**config.mk**
```make
export PLATFORM = sky130hd
export DESIGN_NAME = inst_encoder
export DESIGN_NICKNAME = d
export VERILOG_FILES = /design/src/rtl/inst_encoder_pkg.sv /design/src/rtl/inst_encoder_pack.sv /design/src/rtl/inst_encoder.sv
export SDC_FILE = /design/constraint.sdc
export NUM_CORES = 1
export LEC_CHECK = 0
export BUFFER_PORTS_ARGS = -buffer_cell sky130_fd_sc_hd__buf_2
export CAP_MARGIN = 20
export CORE_MARGIN = 3
export CORE_UTILIZATION = 35
export CTS_BUF_LIST = sky130_fd_sc_hd__clkbuf_8 sky130_fd_sc_hd__clkbuf_16
export CTS_CLUSTER_SIZE = 30
export DETAILED_ROUTE_END_ITERATION = 8
export PLACE_DENSITY = 0.66
export SETUP_SLACK_MARGIN = 0.5
export SYNTH_ARGS = -nofsm -noshare
export SYNTH_HDL_FRONTEND = slang
export SYNTH_SLANG_ARGS = --single-unit
```
**constraint.sdc**
```tcl
create_clock -name clk -period 4.4 [get_ports clk]
set_input_delay 0 -clock clk [delete_from_list [all_inputs] [get_ports clk]]
set_output_delay 0 -clock clk [all_outputs]
set_load 0.01 [all_outputs]
```
**src/rtl/inst_encoder_pkg.sv**
```systemverilog
// Shared constants for the RV32I instruction encoder: immediate-format codes
// (same encoding as the decoder's ImmType), base opcodes and a range helper.
package inst_encoder_pkg;

   typedef enum logic [2:0] {
      IMM_R = 3'd0,
      IMM_I = 3'd1,
      IMM_S = 3'd2,
      IMM_B = 3'd3,
      IMM_U = 3'd4,
      IMM_J = 3'd5
   } imm_type_e;

   localparam logic [6:0] OP_LUI    = 7'h37;
   localparam logic [6:0] OP_AUIPC  = 7'h17;
   localparam logic [6:0] OP_JAL    = 7'h6F;
   localparam logic [6:0] OP_JALR   = 7'h67;
   localparam logic [6:0] OP_BRANCH = 7'h63;
   localparam logic [6:0] OP_LOAD   = 7'h03;
   localparam logic [6:0] OP_STORE  = 7'h23;
   localparam logic [6:0] OP_IMM    = 7'h13;
   localparam logic [6:0] OP_REG    = 7'h33;

   // True when v is representable as a w-bit two's-complement value.
   function automatic logic fits_signed(input logic [31:0] v, input int unsigned w);
      logic [31:0] mask;
      mask = 32'hFFFF_FFFF << (w - 1);
      return ((v & mask) == 32'h0) || ((v & mask) == mask);
   endfunction

endpackage

```
**src/rtl/inst_encoder_pack.sv**
```systemverilog
// Combinational RV32I field packer; flags illegal format codes and, when
// INST_ENC_RANGE_CHECK_EN is defined, immediates that do not fit their format.
module inst_pack
   import inst_encoder_pkg::*;
(
   input  logic [6:0]  op_i,
   input  logic [2:0]  fn3_i,
   input  logic [6:0]  fn7_i,
   input  logic [4:0]  rd_i,
   input  logic [4:0]  rs1_i,
   input  logic [4:0]  rs2_i,
   input  logic [31:0] imm_i,
   input  logic [2:0]  imm_type_i,
   output logic [31:0] word_o,
   output logic        illegal_o
);

`ifdef INST_ENC_RANGE_CHECK_EN
   logic range_ok;
`endif

   always_comb begin
      word_o    = 32'h0;
      illegal_o = 1'b0;
      case (imm_type_i)
         IMM_R: word_o = {fn7_i, rs2_i, rs1_i, fn3_i, rd_i, op_i};
         IMM_I: word_o = {imm_i[11:0], rs1_i, fn3_i, rd_i, op_i};
         IMM_S: word_o = {imm_i[11:5], rs2_i, rs1_i, fn3_i, imm_i[4:0], op_i};
         IMM_B: word_o = {imm_i[12], imm_i[10:5], rs2_i, rs1_i, fn3_i,
                          imm_i[4:1], imm_i[11], op_i};
         IMM_U: word_o = {imm_i[31:12], rd_i, op_i};
         IMM_J: word_o = {imm_i[20], imm_i[10:1], imm_i[11], imm_i[19:12], rd_i, op_i};
         default: illegal_o = 1'b1;
      endcase

`ifdef INST_ENC_RANGE_CHECK_EN
      range_ok = 1'b1;
      case (imm_type_i)
         IMM_I, IMM_S: range_ok = fits_signed(imm_i, 12);
         IMM_B:        range_ok = fits_signed(imm_i, 13) && !imm_i[0];
         IMM_J:        range_ok = fits_signed(imm_i, 21) && !imm_i[0];
         IMM_U:        range_ok = (imm_i[11:0] == 12'h0);
         default:      range_ok = 1'b1;
      endcase
      if (!range_ok) illegal_o = 1'b1;
`endif
   end

endmodule

```
**src/rtl/inst_encoder.sv**
```systemverilog
// Instruction encoder and sequential instruction-memory writer with a single
// output register stage (S1). Optional immediate range check: INST_ENC_RANGE_CHECK_EN.
module inst_encoder
   import inst_encoder_pkg::*;
#(
   parameter int ADDR_W = 12,
   parameter int CNT_W  = 16
) (
   input  logic              clk,
   input  logic              rst_n,
   input  logic              in_valid,
   output logic              in_ready,
   input  logic [6:0]        in_op,
   input  logic [2:0]        in_fn3,
   input  logic [6:0]        in_fn7,
   input  logic [4:0]        in_rd,
   input  logic [4:0]        in_rs1,
   input  logic [4:0]        in_rs2,
   input  logic [31:0]       in_imm,
   input  logic [2:0]        in_imm_type,
   input  logic              base_load,
   input  logic [ADDR_W-1:0] base_addr,
   input  logic              mem_ready,
   output logic [3:0]        mem_we,
   output logic [ADDR_W-1:0] mem_addr,
   output logic [31:0]       mem_wdata,
   output logic [CNT_W-1:0]  word_cnt,
   output logic              err,
   output logic              err_sticky
);

   logic              s1_valid_q, s1_valid_d;
   logic [31:0]       s1_word_q, s1_word_d;
   logic [ADDR_W-1:0] s1_addr_q, s1_addr_d;
   logic [ADDR_W-1:0] ptr_q, ptr_d;
   logic [CNT_W-1:0]  cnt_q, cnt_d;
   logic              err_q, err_d;
   logic              sticky_q, sticky_d;

   logic [31:0]       pack_word;
   logic              pack_illegal;
   logic              accept, complete;
   logic [ADDR_W-1:0] base_ptr, cur_ptr;
   logic [1:0]        unused_base_bits;

   inst_pack u_pack (
      .op_i       (in_op),
      .fn3_i      (in_fn3),
      .fn7_i      (in_fn7),
      .rd_i       (in_rd),
      .rs1_i      (in_rs1),
      .rs2_i      (in_rs2),
      .imm_i      (in_imm),
      .imm_type_i (in_imm_type),
      .word_o     (pack_word),
      .illegal_o  (pack_illegal)
   );

   assign in_ready         = !s1_valid_q || mem_ready;
   assign accept           = in_valid && in_ready;
   assign complete         = s1_valid_q && mem_ready;
   assign base_ptr         = {base_addr[ADDR_W-1:2], 2'b00};
   assign unused_base_bits = base_addr[1:0];
   // A same-cycle base_load redirects the descriptor being accepted now.
   assign cur_ptr          = base_load ? base_ptr : ptr_q;

   always_comb begin
      s1_valid_d = s1_valid_q;
      s1_word_d  = s1_word_q;
      s1_addr_d  = s1_addr_q;
      ptr_d      = cur_ptr;
      cnt_d      = cnt_q;
      err_d      = 1'b0;
      sticky_d   = sticky_q;
      if (complete) begin
         s1_valid_d = 1'b0;
         if (cnt_q != {CNT_W{1'b1}}) cnt_d = cnt_q + 1'b1;
      end
      if (accept) begin
         if (pack_illegal) begin
            err_d    = 1'b1;
            sticky_d = 1'b1;
         end else begin
            s1_valid_d = 1'b1;
            s1_word_d  = pack_word;
            s1_addr_d  = cur_ptr;
            ptr_d      = cur_ptr + ADDR_W'(4);
         end
      end
   end

   always_ff @(posedge clk or negedge rst_n) begin
      if (!rst_n) begin
         s1_valid_q <= 1'b0;
         s1_word_q  <= 32'h0;
         s1_addr_q  <= '0;
         ptr_q      <= '0;
         cnt_q      <= '0;
         err_q      <= 1'b0;
         sticky_q   <= 1'b0;
      end else begin
         s1_valid_q <= s1_valid_d;
         s1_word_q  <= s1_word_d;
         s1_addr_q  <= s1_addr_d;
         ptr_q      <= ptr_d;
         cnt_q      <= cnt_d;
         err_q      <= err_d;
         sticky_q   <= sticky_d;
      end
   end

   assign mem_we     = s1_valid_q ? 4'b1111 : 4'b0000;
   assign mem_addr   = s1_addr_q;
   assign mem_wdata  = s1_word_q;
   assign word_cnt   = cnt_q;
   assign err        = err_q;
   assign err_sticky = sticky_q;

endmodule

```
==> flow_summary_export.csv, run 1 <==
group,metric,value,unit
floorplanning,die_height,108.9,µm
global_routing,grt_first_pass_wirelength,15880,µm
critical_path,path_cells,"nand2b_2, and2_1, nand2_2, nor4_1, xnor2_1",
clocking,tritoncts,"done",
placed_design,dp_cells,623,
clocking,clock_latency,340,ps
floorplanning,ios,151,
clocking,path_clk_slew,80,ps
global_routing,overflow,0,
clocking,cts.sinks,75,
clocking,htree_levels,3,
timing,maxSlewHeadroom,35.52,%
min_path,holdPathStages,3,
critical_path,crit_slowest_cell,"nand2_2",
logic_synthesis,synth-seq-area-share,50.61,%
routing,antenna_left,0,
global_routing,grt_max_degree,76,
logic_synthesis,ys_warn_count,0,
critical_path,reg2reg_slack,1650,ps
critical_path,startpoint_type,"register",
timing,slew_violations,0,
logic_synthesis,synth.avg_cell_area,10.11,µm²
critical_path,worstSetupPathType,"reg2reg",
critical_path,cpPeakStageDelay,730,ps
placed_design,dp_hpwl,6840,µm
logic_synthesis,synth.cell_area,3709,µm²
routing,routed_wl,10010,µm
layout,multiInputGateArea,1675,µm²
global_routing,antenna_found_initial,0,
routing,firstDrtPassIters,4,
timing,post-route-min-period,2745,ps
critical_path,cp.arrival,3010,ps
min_path,holdCritPathClass,"in2reg",
min_path,worstHoldEndpoint,"ptr_q[8]",
critical_path,end_kind,"register",
layout,nets,626,
routing,drt_iter0_markers,141,
layout,antenna_cells,0,
timing,setup_viol,0,
timing,max_freq,0.3642,GHz
critical_path,crit-reg2reg-launch,"s1_valid_q",
layout,seq_area,1877,µm²
floorplanning,start_util,36.92,%
clocking,clockBufferDepth,2,
layout,syn_to_final_growth,37.52,%
timing,timing.setup.tns,0,ps
logic_synthesis,synthFlopType,"dfrtp_1",
pwr,powerDensity,384.7,nW/µm²
routing,vias_per_cell,4.945,
layout,nFillCells,939,
layout,stdcell_count,678,
logic_synthesis,synthCells,367,
floorplanning,core_area,10040,µm²
timing,timing.final.crit_share,62.40,%
logic_synthesis,async_flop_share,100.0,%
layout,drive_gt1_share,33.21,%
routing,vias,3353,
routing,drc,0,
floorplanning,die_x,108.9,µm
logic_synthesis,synth_area_leaders,"dfrtp_1 (51%), mux2i_1 (5.1%), o21ai_0 (4.7%)",
critical_path,crit_fanout,58,
pwr,p_leak,2.466,nW
outcome,status,"complete, no violations",
critical_path,r2r-end,"ptr_q[5]",
placed_design,place_congestion,0.8016,
placed_design,io_buffers,148,
logic_synthesis,netlist-cell-type-count,41,
global_routing,grt_use_total,17.05,%
timing,rsz0062_at_grt,"false",
logic_synthesis,synth_area_leader_cell,"dfrtp_1",
clocking,numCtsBuffers,9,
min_path,min_from,"base_addr[8]",
pwr,ir_drop,0.0001846,V
logic_synthesis,synth_top_area_share,50.61,%
critical_path,required,4670,ps
critical_path,r2r_cells,5,
logic_synthesis,ys_ff_latch,75,
timing,max_slew.worst_pin.slew,963.8,ps
flow_run,maxCapViolCount,0,
critical_path,cp_top_family,"simple AND/OR/NAND/NOR gates",
clocking,clockRootBuffer,"clkbuf_8",
global_routing,grt_pass1_vias,3285,
logic_synthesis,mappedNetlistNets,453,
floorplanning,dieArea,11870,µm²
timing,clock-skew-final,6.686,ps
logic_synthesis,synth_edf_count,0,
critical_path,cp_num_buf_inv,0,
timing,hold_viol_final,0,
floorplanning,rows,36,
routing,avgRoutedWirePerCell,14.76,µm
## metrics by stage
stage	cell area (µm²)	setup slack [ps]	hold slack [ps]	power (mW)	utilization [%]
after floorplan	3709	2638	-295.6	1.153	-
after global placement	4492	1693	204.7	1.347	44.72
after detailed placement	4492	1648	212.7	1.368	44.72
after CTS	5100	1633	1.066	1.988	50.77
after global routing	5100	1417	9.008	2.088	50.77
final	5100	1655	24.92	1.962	50.77
## per-layer routing
layer	share of wire, %	global-route usage (%)	vias to the layer above
met1	43	21.43	1580
met5	0	0	-
met3	6.6	5.506	6
met4	0.70	3.877	0
met2	50	28.55	114
li1	-	-	1653
## where the power goes
part | leakage (nW) | switching (mW) | internal (mW)
Sequential | 0.922 | 0.0807 | 0.804
Clock | 0.111 | 0.260 | 0.318
Combinational | 1.43 | 0.262 | 0.237
## worst reg2reg max path, cell delays in order, from the launching register on
cell,delay (ps)
dfrtp_1,470
nand2b_2,160
and2_1,620
nand2_2,740
nor4_1,530
xnor2_1,160
## logic make-up (layout without fill, tap and decap cells)
family	count (synthesis)	after routing	share of synthesized area (%)
AOI/OAI and AO/OA	96	96	15.49
xor gates and xnor gates	22	22	5.196
buffers and inverters	33	211	4.285
muxes	32	32	9.075
adders and majority gates	2	2	0.6747
DFF	75	75	50.61
and+or+nand+nor	107	107	14.68
## cells in the final DEF, fill, tap and decap left out, types with 2 or more instances in the layout
| cell | instances |
|---|---|
| and4_1 | 3 |
| dlygate4sd3_1 | 39 |
| xor2_1 | 4 |
| nand4_1 | 4 |
| o22ai_1 | 12 |
| and2_1 | 2 |
| xnor2_1 | 18 |
| nor4b_1 | 2 |
| nor2_1 | 15 |
| and3_1 | 6 |
| a22oi_1 | 12 |
| o21ai_0 | 35 |
| inv_1 | 8 |
| nor2b_1 | 4 |
| nand2b_1 | 5 |
| nand2_1 | 40 |
| nor4_1 | 2 |
| mux2i_1 | 19 |
| mux2_2 | 13 |
| clkinv_4 | 2 |
| buf_2 | 147 |
| or3_1 | 8 |
| a21oi_1 | 27 |
| dfrtp_1 | 75 |
| o31ai_1 | 4 |
| nand3_1 | 8 |
| ha_1 | 2 |
| clkbuf_8 | 9 |
| nor3b_1 | 2 |
| bufinv_16 | 2 |
## final cells by class
class                      instances  share of cell area, %
timing repair buffer             187                  22.23
clock buffer                       9                  2.429
tap                              133                  3.263
inverter                           8                 0.5888
sequential                        75                  36.80
clock inverter                     7                  1.840
multi-input combinational        259                  32.85
## registers in the layout (all words and copies together), names as in the netlist
register and count:
ptr_q 12, err 1, err_sticky 1, mem_wdata 32
word_cnt 16, s1_valid_q 1, mem_addr 12
## cells in the mapped netlist, types with 2 or more instances
| cell type | number |
|---|---|
| buf_4 | 5 |
| o31ai_1 | 4 |
| and3_1 | 6 |
| and2_1 | 2 |
| nor4b_1 | 2 |
| a21oi_1 | 27 |
| or3_1 | 8 |
| nand2_1 | 41 |
| clkbuf_1 | 12 |
| nand2b_1 | 5 |
| nor2b_1 | 4 |
| nor2_1 | 15 |
| dfrtp_1 | 75 |
| inv_1 | 7 |
| nor4_1 | 2 |
| mux2_2 | 13 |
| nand4_1 | 4 |
| xor2_1 | 4 |
| o22ai_1 | 12 |
| o21ai_0 | 35 |
| a22oi_1 | 12 |
| mux2i_1 | 19 |
| xnor2_1 | 18 |
| buf_2 | 7 |
| nor3b_1 | 2 |
| and4_1 | 3 |
| ha_1 | 2 |
| nand3_1 | 8 |
## repair_timing
action / 4_1_cts / 5_1_grt
hold buffers: 39 / 0
resized for setup: 0 / 0
buffers inserted: 0 / 0
hold endpoints to repair: 110 / 0
## worst max-delay path by stage
stage,start,end,cells past startpoint,slack [ps]
floorplan,word_cnt[0],word_cnt[1],5,2640
global placement,s1_valid_q,ptr_q[5],5,1690
detailed placement,s1_valid_q,ptr_q[5],5,1650
CTS,s1_valid_q,ptr_q[5],5,1630
global route,s1_valid_q,ptr_q[5],5,1420
finish,s1_valid_q,ptr_q[5],5,1650
(Power assumes the default switching activity.)
==> inputs of run 2 (changes only) <==
--- a/config.mk
+++ b/config.mk
@@ -5,6 +5,7 @@
 export SDC_FILE = /design/constraint.sdc
 export NUM_CORES = 1
 export LEC_CHECK = 0
+export ABC_AREA = 1
 export BUFFER_PORTS_ARGS = -buffer_cell sky130_fd_sc_hd__buf_2
 export CAP_MARGIN = 20
 export CORE_MARGIN = 3
==> constraint.sdc (replaced) <==
create_clock -name clk -period 2.65 [get_ports clk]
set_input_delay 0 -clock clk [delete_from_list [all_inputs] [get_ports clk]]
set_output_delay 0 -clock clk [all_outputs]
set_load 0.01 [all_outputs]
==> run 2 against run 1 <==
  * Critical endpoint is now mem_wdata[26]
  * Synthesized area up 3.2%
  * Non-clock buffer count is 20 higher
  * Combinational power rose by 98%
  * Final area grew 6.5%
  * Worst setup slack worse by 1000 ps
  * Power is 76% higher
  * Flip-flop and latch count is the same
  * First-iteration DRC count increased by 57%
  * Maximum frequency grew 37%
==> flow_summary_export.csv, run 2 <==
group,metric,value,unit
outcome,status,"complete, no violations",
pwr,power_frac_comb,28.6,%
placed_design,dp_hpwl,7597,µm
floorplanning,rows,37,
logic_synthesis,synth.avg_cell_area,8.077,µm²
logic_synthesis,ys_ff_latch,75,
logic_synthesis,synthAdderAreaFrac,0.6536,%
logic_synthesis,synthCells,474,
logic_synthesis,synth_area_leaders,"dfrtp_1 (49%), nand2_1 (17%), nand3_1 (3.5%)",
flow_run,maxCapViolCount,0,
logic_synthesis,synthFlopType,"dfrtp_1",
placed_design,place_area,4638,µm²
clocking,numCtsBuffers,9,
layout,multiInputGateArea,1683,µm²
pwr,internal_power,2.315,mW
layout,nFillCells,972,
critical_path,end_kind,"register",
critical_path,crit-reg2reg-launch,"s1_valid_q",
clocking,clockRootBuffer,"clkbuf_8",
critical_path,cp.arrival,2250,ps
pwr,powerDensity,635.3,nW/µm²
timing,setup_viol,0,
clocking,htree_levels,3,
critical_path,r2r-end,"mem_wdata[26]",
critical_path,r2r_cells,7,
layout,layout_commonest_cell,"nand2_1",
critical_path,crit_fanout,48,
layout,antenna_cells,0,
logic_synthesis,synth-seq-area-share,49.02,%
pwr,p_seq_share,43.9,%
min_path,holdCritPathClass,"in2reg",
timing,timing.setup.tns,0,ps
clocking,tritoncts,"done",
min_path,holdPathStages,5,
routing,drc,0,
global_routing,grt_max_degree,76,
layout,syn_to_final_growth,41.83,%
global_routing,antenna_found_initial,0,
logic_synthesis,synth_edf_count,0,
clocking,post-cts-setup-buffers,0,
floorplanning,die_x,110.6,µm
timing,maxSlewHeadroom,47.97,%
layout,seq_area,1877,µm²
timing,slew_violations,0,
routing,avgRoutedWirePerCell,14.04,µm
logic_synthesis,ys_warn_count,0,
pwr,p_leak,2.754,nW
clocking,path_clk_slew,80,ps
layout,final_cell_mix,"nand2_1 (178), buf_2 (147), dfrtp_1 (75)",
timing,timing.final.crit_share,75.71,%
global_routing,grt_first_pass_wirelength,18840,µm
logic_synthesis,yosysMostFrequentCell,"nand2_1",
layout,largest_reg_flops,32,
logic_synthesis,synth_xor_xnor_area_share,3.660,%
layout,drive_gt1_share,27.92,%
floorplanning,ios,151,
timing,post-route-min-period,2006,ps
critical_path,required,2890,ps
pwr,switching_share,32.90,%
logic_synthesis,synth.cell_area,3829,µm²
clocking,cts.sinks,75,
logic_synthesis,synth_area_leader_cell,"dfrtp_1",
layout,final_cell_area,5430,µm²
routing,drt_iter0_markers,221,
global_routing,overflow,0,
global_routing,grt_pass1_vias,4015,
timing,clock-skew-final,9.158,ps
logic_synthesis,synthMuxAreaShare,0,%
routing,vias,3947,
logic_synthesis,async_flop_share,100.0,%
clocking,clock_latency,350,ps
clocking,clockBufferDepth,2,
logic_synthesis,netlist-cell-type-count,31,
pwr,ir_drop,0.0002770,V
logic_synthesis,yosys.area_share.simple,29.38,%
routing,antenna_left,0,
critical_path,reg2reg_slack,640,ps
layout,nets,758,
routing,routed_wl,11420,µm
critical_path,startpoint_type,"register",
logic_synthesis,synth_top_family_by_area,"simple AND/OR/NAND/NOR gates",
timing,hold_viol_final,0,
routing,vias_per_cell,4.855,
placed_design,place_congestion,0.8609,
global_routing,grt_use_total,18.79,%
min_path,worstHoldEndpoint,"mem_wdata[31]",
min_path,min_from,"in_imm[31]",
pwr,p_sw,1.135,mW
timing,max_freq,0.4985,GHz
floorplanning,dieArea,12230,µm²
floorplanning,start_util,36.59,%
pwr,p_total,3.450,mW
placed_design,io_buffers,148,
timing,max_slew.worst_pin.slew,776.1,ps
floorplanning,die_height,110.6,µm
logic_synthesis,synth_top_area_share,49.02,%
floorplanning,core_area,10460,µm²
routing,firstDrtPassIters,4,
logic_synthesis,synth_compound_area_share,10.26,%
logic_synthesis,synthTopCellsByCount,"nand2_1 (178), dfrtp_1 (75), inv_1 (34)",
logic_synthesis,mappedNetlistNets,560,
pwr,power_frac_clock,27.5,%
critical_path,worstSetupPathType,"reg2reg",
timing,rsz0062_at_grt,"false",
run 2: cell count changes after synthesis, moves of 16 or more:
| cell | previous run | this run |
|---|---|---|
| mux2i_1 | 19 | 0 |
| nand2_1 | 41 | 178 |
| o21ai_0 | 35 | 19 |
| inv_1 | 7 | 34 |
| nand3_1 | 8 | 27 |
run 2: per-stage QoR:
stage	std cells	hold slack [ps]	util [%]	setup slack [ps]
global placement	741	196.3	44.33	949.2
floorplan	474	-295.6	-	1070
CTS	812	2.426	51.59	587.5
finish	813	31.96	51.90	643.8
global route	813	40.33	51.90	507.7
detailed placement	741	201.6	44.33	898.7
run 2: what timing repair did:
| action | 4_1_cts | 5_1_grt |
|---|---|---|
| hold buffers | 55 | 0 |
| gates resized for setup | 0 | 2 |
| hold endpoints to repair | 107 | 0 |
| endpoints found under the setup margin | 0 | 5 |
run 2: final cells by class:
cell class	instances	area share (%)
clock inverters	7	1.567
well taps	136	3.134
inverters	38	2.650
multi-input cells	341	30.99
flip-flops and latches	75	34.56
clock buffers	9	2.281
repair buffers	207	24.82
run 2: logic make-up (layout without fill, tap and decap cells):
kind of cell,count (synthesis),after routing
flip-flops,75,75
AO/OA/AOI/OAI,61,61
buffers and inverters,58,261
AND/OR/NAND/NOR,262,262
adder cells (fa/ha/maj),2,2
XOR/XNOR,16,16
run 2: worst max-delay path by stage:
| stage | start | end | slack (ps) | cells past startpoint |
|---|---|---|---|---|
| after detailed placement | s1_valid_q | mem_wdata[22] | 900 | 6 |
| final | s1_valid_q | mem_wdata[26] | 640 | 7 |
| after global placement | s1_valid_q | mem_wdata[10] | 950 | 6 |
| after CTS | s1_valid_q | mem_wdata[27] | 590 | 7 |
| after floorplan | word_cnt[0] | word_cnt[8] | 1070 | 9 |
| after global routing | s1_valid_q | mem_wdata[25] | 510 | 7 |
run 2: power groups by stage:
| stage | logic (mW) | registers [mW] | clock network, mW |
|---|---|---|---|
| after global routing | 1.10 | 1.55 | 1.04 |
| final | 0.988 | 1.51 | 0.949 |
| after floorplan | 0.456 | 1.60 | 0 |
| after CTS | 0.987 | 1.51 | 0.986 |
| after detailed placement | 0.920 | 1.53 | 0 |
| after global placement | 0.897 | 1.52 | 0 |
run 2: metal layers:
layer	track usage (%)	part of all wire (%)	vias to the layer above
li1	-	-	1917
met1	22.06	40	1797
met2	31.39	48	206
met3	6.192	9.3	27
met4	8.046	2.5	0
met5	0	0	-
run 2: worst max-delay path: stages, from the launching register on:
cell and delay (ps):
dfrtp_1 430, nand2_1 180, nand3_2 120, buf_6 250, a21oi_1 160, nand3_1 90, dlygate4sd3_1 570, o21a_1 100
